[src/rtl/pio_input_debouncer.sv]
// pio_input_debouncer: synchronise and debounce raw board inputs feeding the input PIO in_port
// Ports: clk; reset (async, active-high); raw_in (async board inputs); data_out (debounced level);
//        changed (one-cycle pulse when any data_out bit flips).
// Build option EDGE_CAPTURE_EN adds edge_clear (write-1-to-clear), edge_capture (sticky flips), irq.
module pio_input_debouncer #(
    parameter int               WIDTH          = 14,
    parameter int               TICK_DIV       = 50000,
    parameter int               DEBOUNCE_TICKS = 8,
    parameter logic [WIDTH-1:0] RESET_VALUE    = '0
) (
    input  logic             clk,
    input  logic             reset,
    input  logic [WIDTH-1:0] raw_in,
    output logic [WIDTH-1:0] data_out,
`ifdef EDGE_CAPTURE_EN
    output logic             changed,
    input  logic [WIDTH-1:0] edge_clear,
    output logic [WIDTH-1:0] edge_capture,
    output logic             irq
`else
    output logic             changed
`endif
);
    localparam int PW = TICK_DIV > 1 ? $clog2(TICK_DIV) : 1;
    localparam int CW = DEBOUNCE_TICKS > 1 ? $clog2(DEBOUNCE_TICKS) : 1;
    logic [WIDTH-1:0]         s1_q, s1_d, s2_q, s2_d, data_q, data_d, flip;
    logic [PW-1:0]            presc_q, presc_d;
    logic [WIDTH-1:0][CW-1:0] cnt_q, cnt_d;
    logic                     changed_q, changed_d, tick;
    always_comb begin
        s1_d = raw_in;
        s2_d = s1_q;
        tick = presc_q == PW'(TICK_DIV - 1);
        presc_d = tick ? '0 : presc_q + PW'(1);
        data_d = data_q;
        cnt_d = cnt_q;
        for (int i = 0; i < WIDTH; i++) begin
            if (tick) begin
                if (s2_q[i] == data_q[i]) begin
                    cnt_d[i] = '0;
                end else if (cnt_q[i] == CW'(DEBOUNCE_TICKS - 1)) begin
                    data_d[i] = s2_q[i];
                    cnt_d[i] = '0;
                end else begin
                    cnt_d[i] = cnt_q[i] + CW'(1);
                end
            end
        end
        flip = data_d ^ data_q;
        changed_d = |flip;
    end
    always_ff @(posedge clk or posedge reset) begin
        if (reset) begin
            s1_q      <= RESET_VALUE;
            s2_q      <= RESET_VALUE;
            data_q    <= RESET_VALUE;
            presc_q   <= '0;
            cnt_q     <= '0;
            changed_q <= 1'b0;
        end else begin
            s1_q      <= s1_d;
            s2_q      <= s2_d;
            data_q    <= data_d;
            presc_q   <= presc_d;
            cnt_q     <= cnt_d;
            changed_q <= changed_d;
        end
    end
    assign data_out = data_q;
    assign changed  = changed_q;
`ifdef EDGE_CAPTURE_EN
    logic [WIDTH-1:0] edge_q, edge_d;
    logic             irq_q, irq_d;
    // a new flip overrides a simultaneous clear so no edge is ever lost
    always_comb begin
        edge_d = (edge_q & ~edge_clear) | flip;
        irq_d  = |edge_d;
    end
    always_ff @(posedge clk or posedge reset) begin
        if (reset) begin
            edge_q <= '0;
            irq_q  <= 1'b0;
        end else begin
            edge_q <= edge_d;
            irq_q  <= irq_d;
        end
    end
    assign edge_capture = edge_q;
    assign irq          = irq_q;
`endif
endmodule

[config.mk]
export PLATFORM = sky130hd
export DESIGN_NAME = pio_input_debouncer
export DESIGN_NICKNAME = d
export VERILOG_FILES = /design/src/rtl/pio_input_debouncer.sv
export SDC_FILE = /design/constraint.sdc
export NUM_CORES = 1
export LEC_CHECK = 0
export ABC_AREA = 1
export ABC_CLOCK_PERIOD_IN_PS = 4200
export CAP_MARGIN = 5
export CORE_ASPECT_RATIO = 1.25
export CORE_MARGIN = 3
export CORE_UTILIZATION = 30
export CTS_BUF_LIST = sky130_fd_sc_hd__clkbuf_4
export CTS_CLUSTER_SIZE = 14
export DETAILED_ROUTE_END_ITERATION = 8
export PLACE_DENSITY = 0.56
export SLEW_MARGIN = 5
export SYNTH_ARGS = -nofsm -noshare
export SYNTH_HDL_FRONTEND = slang
export SYNTH_SLANG_ARGS = --single-unit
[constraint.sdc]
create_clock -name clk -period 4.2 [get_ports clk]
set_input_delay 0.42 -clock clk [delete_from_list [all_inputs] [get_ports clk]]
set_output_delay 0.42 -clock clk [all_outputs]
set_load 0.01 [all_outputs]
==> flow_metrics.tcl, run 1 <==
set metrics [dict create \
    cts_root_buf "clkbuf_4" \
    post_cts_buffers 0 \
    wl_met2_um 4060 \
    drc 0 \
    yosys.area.top_type "dfrtp_1" \
    grt_pass1_vias 3334 \
    wirelength_um 8530 \
    avgSynthCellArea_sq_um 9.35 \
    finalCritPeriodShare 0.586 \
    rsz0062_at_grt "false" \
    dr.first_iter.drc_count 145 \
    leakage_nw 2.64 \
    ctsResizeCount 0 \
    reg2reg_depth 9 \
    tightest_slew_ns 0.760 \
    vias 3224 \
    dieHeight_um 144 \
    cts_inserted_buffers 9 \
    cts_tree "built" \
    cp-start-kind "flip-flop" \
    grtUsageTotal 0.115 \
    diodes 0 \
    holdBufCountCts 0 \
    ys_types 25 \
    fin_tns_setup_ns 0 \
    grt_max_degree 84 \
    hold_class "input pin to asynchronous set/reset pin" \
    io_buffers 30 \
    wirelength_met1_um 4010 \
    layout.nets 566 \
    final_cell_mix "dfrtp_1, nand2_1, inv_1, nor2_1, o21ai_0" \
    critPathKind "flip-flop to flip-flop" \
    overflow 0 \
    startpoint "presc_q[0]$_DFF_PP0_" \
    htree_levels 3 \
    clk_path_buf_depth 2 \
    setup_viol 0 \
    num_rows 49 \
    critical_path_required_ns 4.57 \
    totalPowerFinal_mw 1.48 \
    fp.dieW_um 117 \
    status "complete, no violations" \
    core_area_sq_um 14700 \
    slew_headroom 0.494 \
    place.gp.congestion 0.744 \
    initial_core_util 0.313 \
    clock_skew_ns 0.0199 \
    syn_area_sq_um 4600 \
    drv_slew 0 \
    insertion_delay_ns 0.46 \
    final_common_cell "dfrtp_1" \
    yosys-top-cells-area "dfrtp_1, ha_1, nand2_1, inv_1, nor2_1" \
    power.density_nw_per_um2 286 \
    crit_path_end_kind "flip-flop" \
    syn_nets 537 \
    synth_seq_cells 101 \
    ys.warnings.count 0 \
    max_cap_violations 0 \
    dpl.hpwl_um 5710 \
    wl_met3_um 275 \
    syn_inst 492 \
    ys_seq_area_frac 0.550 \
    layout_min_cycle_time_ns 2.46 \
    r2r_start "presc_q[0]$_DFF_PP0_" \
    worst-path-max-fanout 83 \
    clkTransAtPathRegs_ns 0.15 \
    top_layer_used "met4" \
    firstDrtPassIters 6 \
    pin_count 31 \
    antenna_found_initial 0 \
    fmax_mhz 406 \
    vias_per_cell 4.58 \
    synth_top_area_frac 0.550 \
    syn_to_final_growth_pct 12.1 \
    drive_gt1_frac 0.0570 \
    antenna_left 0 \
    grt_pass1_wl_um 15400 \
    wire_per_inst_um 12.1 \
    dieArea_sq_um 16900 \
    finalHoldViolCount 0 \
    cp.arrival_ns 2.83 \
    cts_sinks 101 \
    irDropWorstVdd_mv 0.188 \
]
==> metal layers <==
metal	vias up	global-route usage
met1	1523	0.142
met5	-	0
met3	15	0.0289
li1	1642	-
met4	0	0.0477
met2	44	0.191
==> synthesized netlist by cell type (all sizes together) <==
library cell / number
a31oi: 12
inv: 62
a21oi: 20
a21boi: 1
buf: 9
nand4: 13
dfrtp: 101
xor2: 18
o21ai: 45
ha: 29
clkinv: 2
nand3: 13
nor3: 4
clkbuf: 6
xnor2: 2
o21a: 1
nand2: 87
nor2: 67
==> path summary, 6_finish.rpt <==
check | endpoint | slack, ns
worst max-delay path | data_out[8]$_DFF_PP0_ | 1.74
worst min-delay path | s1_q[10]$_DFF_PP0_ | 0.29
worst max register to register | data_out[8]$_DFF_PP0_ | 1.74
worst min register to register | s2_q[9]$_DFF_PP0_ | 0.35
max in group asynchronous | data_out[11]$_DFF_PP0_ | 3.09
min in group clk | s2_q[9]$_DFF_PP0_ | 0.35
==> kinds of logic (layout without fill, tap and decap cells) <==
group | Yosys count | in the layout | synth area share
flops | 101 | 101 | 0.550
buf+inv | 79 | 113 | 0.0732
compound gates | 79 | 79 | 0.0903
fa+ha+maj | 29 | 29 | 0.0789
simple gates | 184 | 184 | 0.170
xor+xnor | 20 | 20 | 0.0381
==> registers in the layout, summed over array words and instances, names as in the netlist <==
register	flops
data_out	14
s2_q	14
changed	1
cnt_q	42
presc_q	16
s1_q	14
==> metrics by stage <==
stage / area, sq um / hold WS, ns / setup WS [ns] / cells / utilization
final: 5160 / 0.286 / 1.74 / 704 / 0.351
after global routing: 5160 / 0.300 / 1.38 / 704 / 0.351
after CTS: 5160 / 0.252 / 1.67 / 704 / 0.351
after detailed placement: 5050 / 0.336 / 1.69 / 688 / 0.343
after global placement: 5050 / 0.332 / 1.78 / 688 / 0.343
after floorplan: 4600 / 0.331 / 1.13 / 492 / -
==> report_power, final <==
part	switching (mW)	total, mW	internal, mW
logic	0.0287	0.0456	0.0169
clock network	0.303	0.439	0.135
registers	0.00691	0.993	0.986
==> worst max-delay path: stages, from the launching register on <==
cell	delay, ns
dfrtp_1	0.39
ha_1	0.21
nand3_1	0.13
nor2_2	0.56
nand2_2	0.13
buf_4	0.35
o21ai_0	0.27
inv_1	0.06
a31oi_1	0.15
inv_1	0.06
==> final cells by class <==
cell class,count,area (sq um)
Timing Repair Buffer,33,323
Sequential cell,101,2530
Fill cell,1527,9560
Tap cell,178,223
Multi-Input combinational cell,312,1740
Clock inverter,4,15.0
Inverter,64,244
Clock buffer,12,90.1
Note: power is estimated with default switching activity, not from simulation.
==> run 2: changes to the inputs <==
Settings changed: ABC_CLOCK_PERIOD_IN_PS 4200 to 2000, PLACE_DENSITY 0.56 to 0.58.
Clock period 4.2 ns to 2 ns, I/O delays scaled along.
==> flow_metrics.tcl, run 2 (synthesis gave the netlist of run 1 again) <==
set metrics [dict create \
    status "complete, no violations" \
    final_cell_mix "dfrtp_1, nand2_1, inv_1, nor2_1" \
    drive_gt1_frac 0.0642 \
    cts_sinks 101 \
    setup_viol 0 \
    grtUsageTotal 0.115 \
    fillers 1500 \
    regArea_sq_um 2530 \
    cp-start-kind "flip-flop" \
    worst-path-max-fanout 81 \
    dieHeight_um 144 \
    cts_inserted_buffers 9 \
    overflow 0 \
    fmax_mhz 547 \
    rsz0062_at_grt "false" \
    largest-register "cnt_q" \
    post_cts_buffers 0 \
    syn_to_final_growth_pct 14.2 \
    firstDrtPassIters 4 \
    pin_count 31 \
    clkTransAtPathRegs_ns 0.14 \
    io_buffers 30 \
    clock_skew_ns 0.0236 \
    cts_tree "built" \
    core_area_sq_um 14700 \
    wirelength_um 8750 \
    top_regs "cnt_q x42, presc_q x16" \
    fin_tns_setup_ns 0 \
    tightest_slew_ns 0.510 \
    insertion_delay_ns 0.45 \
    dpl.hpwl_um 6050 \
    critPathKind "flip-flop to flip-flop" \
    grt_max_degree 82 \
    htree_levels 3 \
    worst_path_most_repeated_cell "inv_1" \
    cts_root_buf "clkbuf_4" \
    grt_pass1_vias 3396 \
    design_area_sq_um 5250 \
    dr.first_iter.drc_count 116 \
    totalPowerFinal_mw 3.20 \
    largest_reg_flops 42 \
    slowest_stage "dfrtp_1" \
    layout.nets 570 \
    vias_per_cell 4.62 \
    antenna_left 0 \
    cp_cell_sequence "ha_1 -> nand3_1 -> nor2_2 -> nand2_2 -> buf_12 -> o21ai_0 -> inv_1 -> a31oi_1 -> inv_1" \
    grt_pass1_wl_um 15500 \
    layout_min_cycle_time_ns 1.83 \
    place.gp.congestion 0.773 \
    fp.dieW_um 117 \
    holdBufCountCts 0 \
    clk_path_buf_depth 2 \
    leakage_nw 2.68 \
    drv_slew 0 \
    slew_headroom 0.660 \
    critPathMaxStageDelay_ns 0.40 \
    vias 3279 \
    num_rows 49 \
    irDropWorstVdd_mv 0.264 \
    drc 0 \
    finalHoldViolCount 0 \
    postPlaceCellArea_sq_um 5120 \
    crit_path_end_kind "flip-flop" \
    ctsResizeCount 0 \
    multi_input_area_sq_um 1740 \
    finalCritPeriodShare 0.915 \
    cp.arrival_ns 2.17 \
    wire_per_inst_um 12.3 \
    power.density_nw_per_um2 609 \
    dieArea_sq_um 16900 \
    initial_core_util 0.313 \
    critical_path_required_ns 2.34 \
    max_cap_violations 0 \
    final_common_cell "dfrtp_1" \
    hold_class "input pin to asynchronous set/reset pin" \
    antenna_found_initial 1 \
]
==> run 2: cell count changes in the layout (fill, tap and decap cells not counted), moves of 2 or more <==
cell / delta
buf_12: +3
clkbuf_4: -2
o21ai_0: -4
o21ai_1: +4
==> run 2: power by group <==
| group | switching (mW) | internal (mW) | total, mW |
|---|---|---|---|
| Clock | 0.634 | 0.383 | 1.02 |
| Sequential | 0.0148 | 2.07 | 2.09 |
| Combinational | 0.0595 | 0.0383 | 0.0978 |
| Total | 0.709 | 2.49 | 3.20 |
==> run 2: path summary, 6_finish.rpt <==
kind,start,end,slack [ns],cells past startpoint
hold reg to reg,s1_q[11]$_DFF_PP0_,s2_q[11]$_DFF_PP0_,0.36,0
max in group asynchronous,reset,cnt_q[6]$_DFFE_PP0N_,1.36,3
setup reg to reg,presc_q[0]$_DFF_PP0_,data_out[5]$_DFF_PP0_,0.17,9
setup / recovery,presc_q[0]$_DFF_PP0_,data_out[5]$_DFF_PP0_,0.17,9
min in group clk,raw_in[3],s1_q[3]$_DFF_PP0_,0.18,1
hold / removal,reset,s2_q[10]$_DFF_PP0_,0.18,3
==> run 2: cell type report <==
class / instances / share of cell area
multi-input combinational: 312 / 0.330
clock buffer: 10 / 0.0143
inverter: 64 / 0.0469
tap: 178 / 0.0424
timing repair buffer: 37 / 0.0743
antenna: 1 / 0.000476
sequential: 101 / 0.481
clock inverter: 6 / 0.0102
==> run 2: worst max-delay path, delay by kind of cell (launching register included) <==
kind                     cells  cell delay [ns]
AND/OR/NAND/NOR              3             0.44
flip-flops                   1             0.40
buffers and inverters        3             0.34
AO/OA/AOI/OAI                2             0.31
adder cells (fa/ha/maj)      1             0.22
==> run 2: metal layers <==
metal,track usage,wire length [um]
met5,0,0
met4,0.0525,224
met3,0.0301,320
met2,0.195,4190
met1,0.136,4010
==> run 2: per-stage QoR <==
stage               hold WS, ns  worst slack, ns   util  std cells
finish                    0.180            0.170  0.357        709
global route              0.135         0.000137  0.357        709
CTS                       0.141           0.0647  0.357        708
detailed placement        0.335            0.101  0.348        692
global placement          0.336            0.132  0.348        692
floorplan                 0.231            0.438      -        492
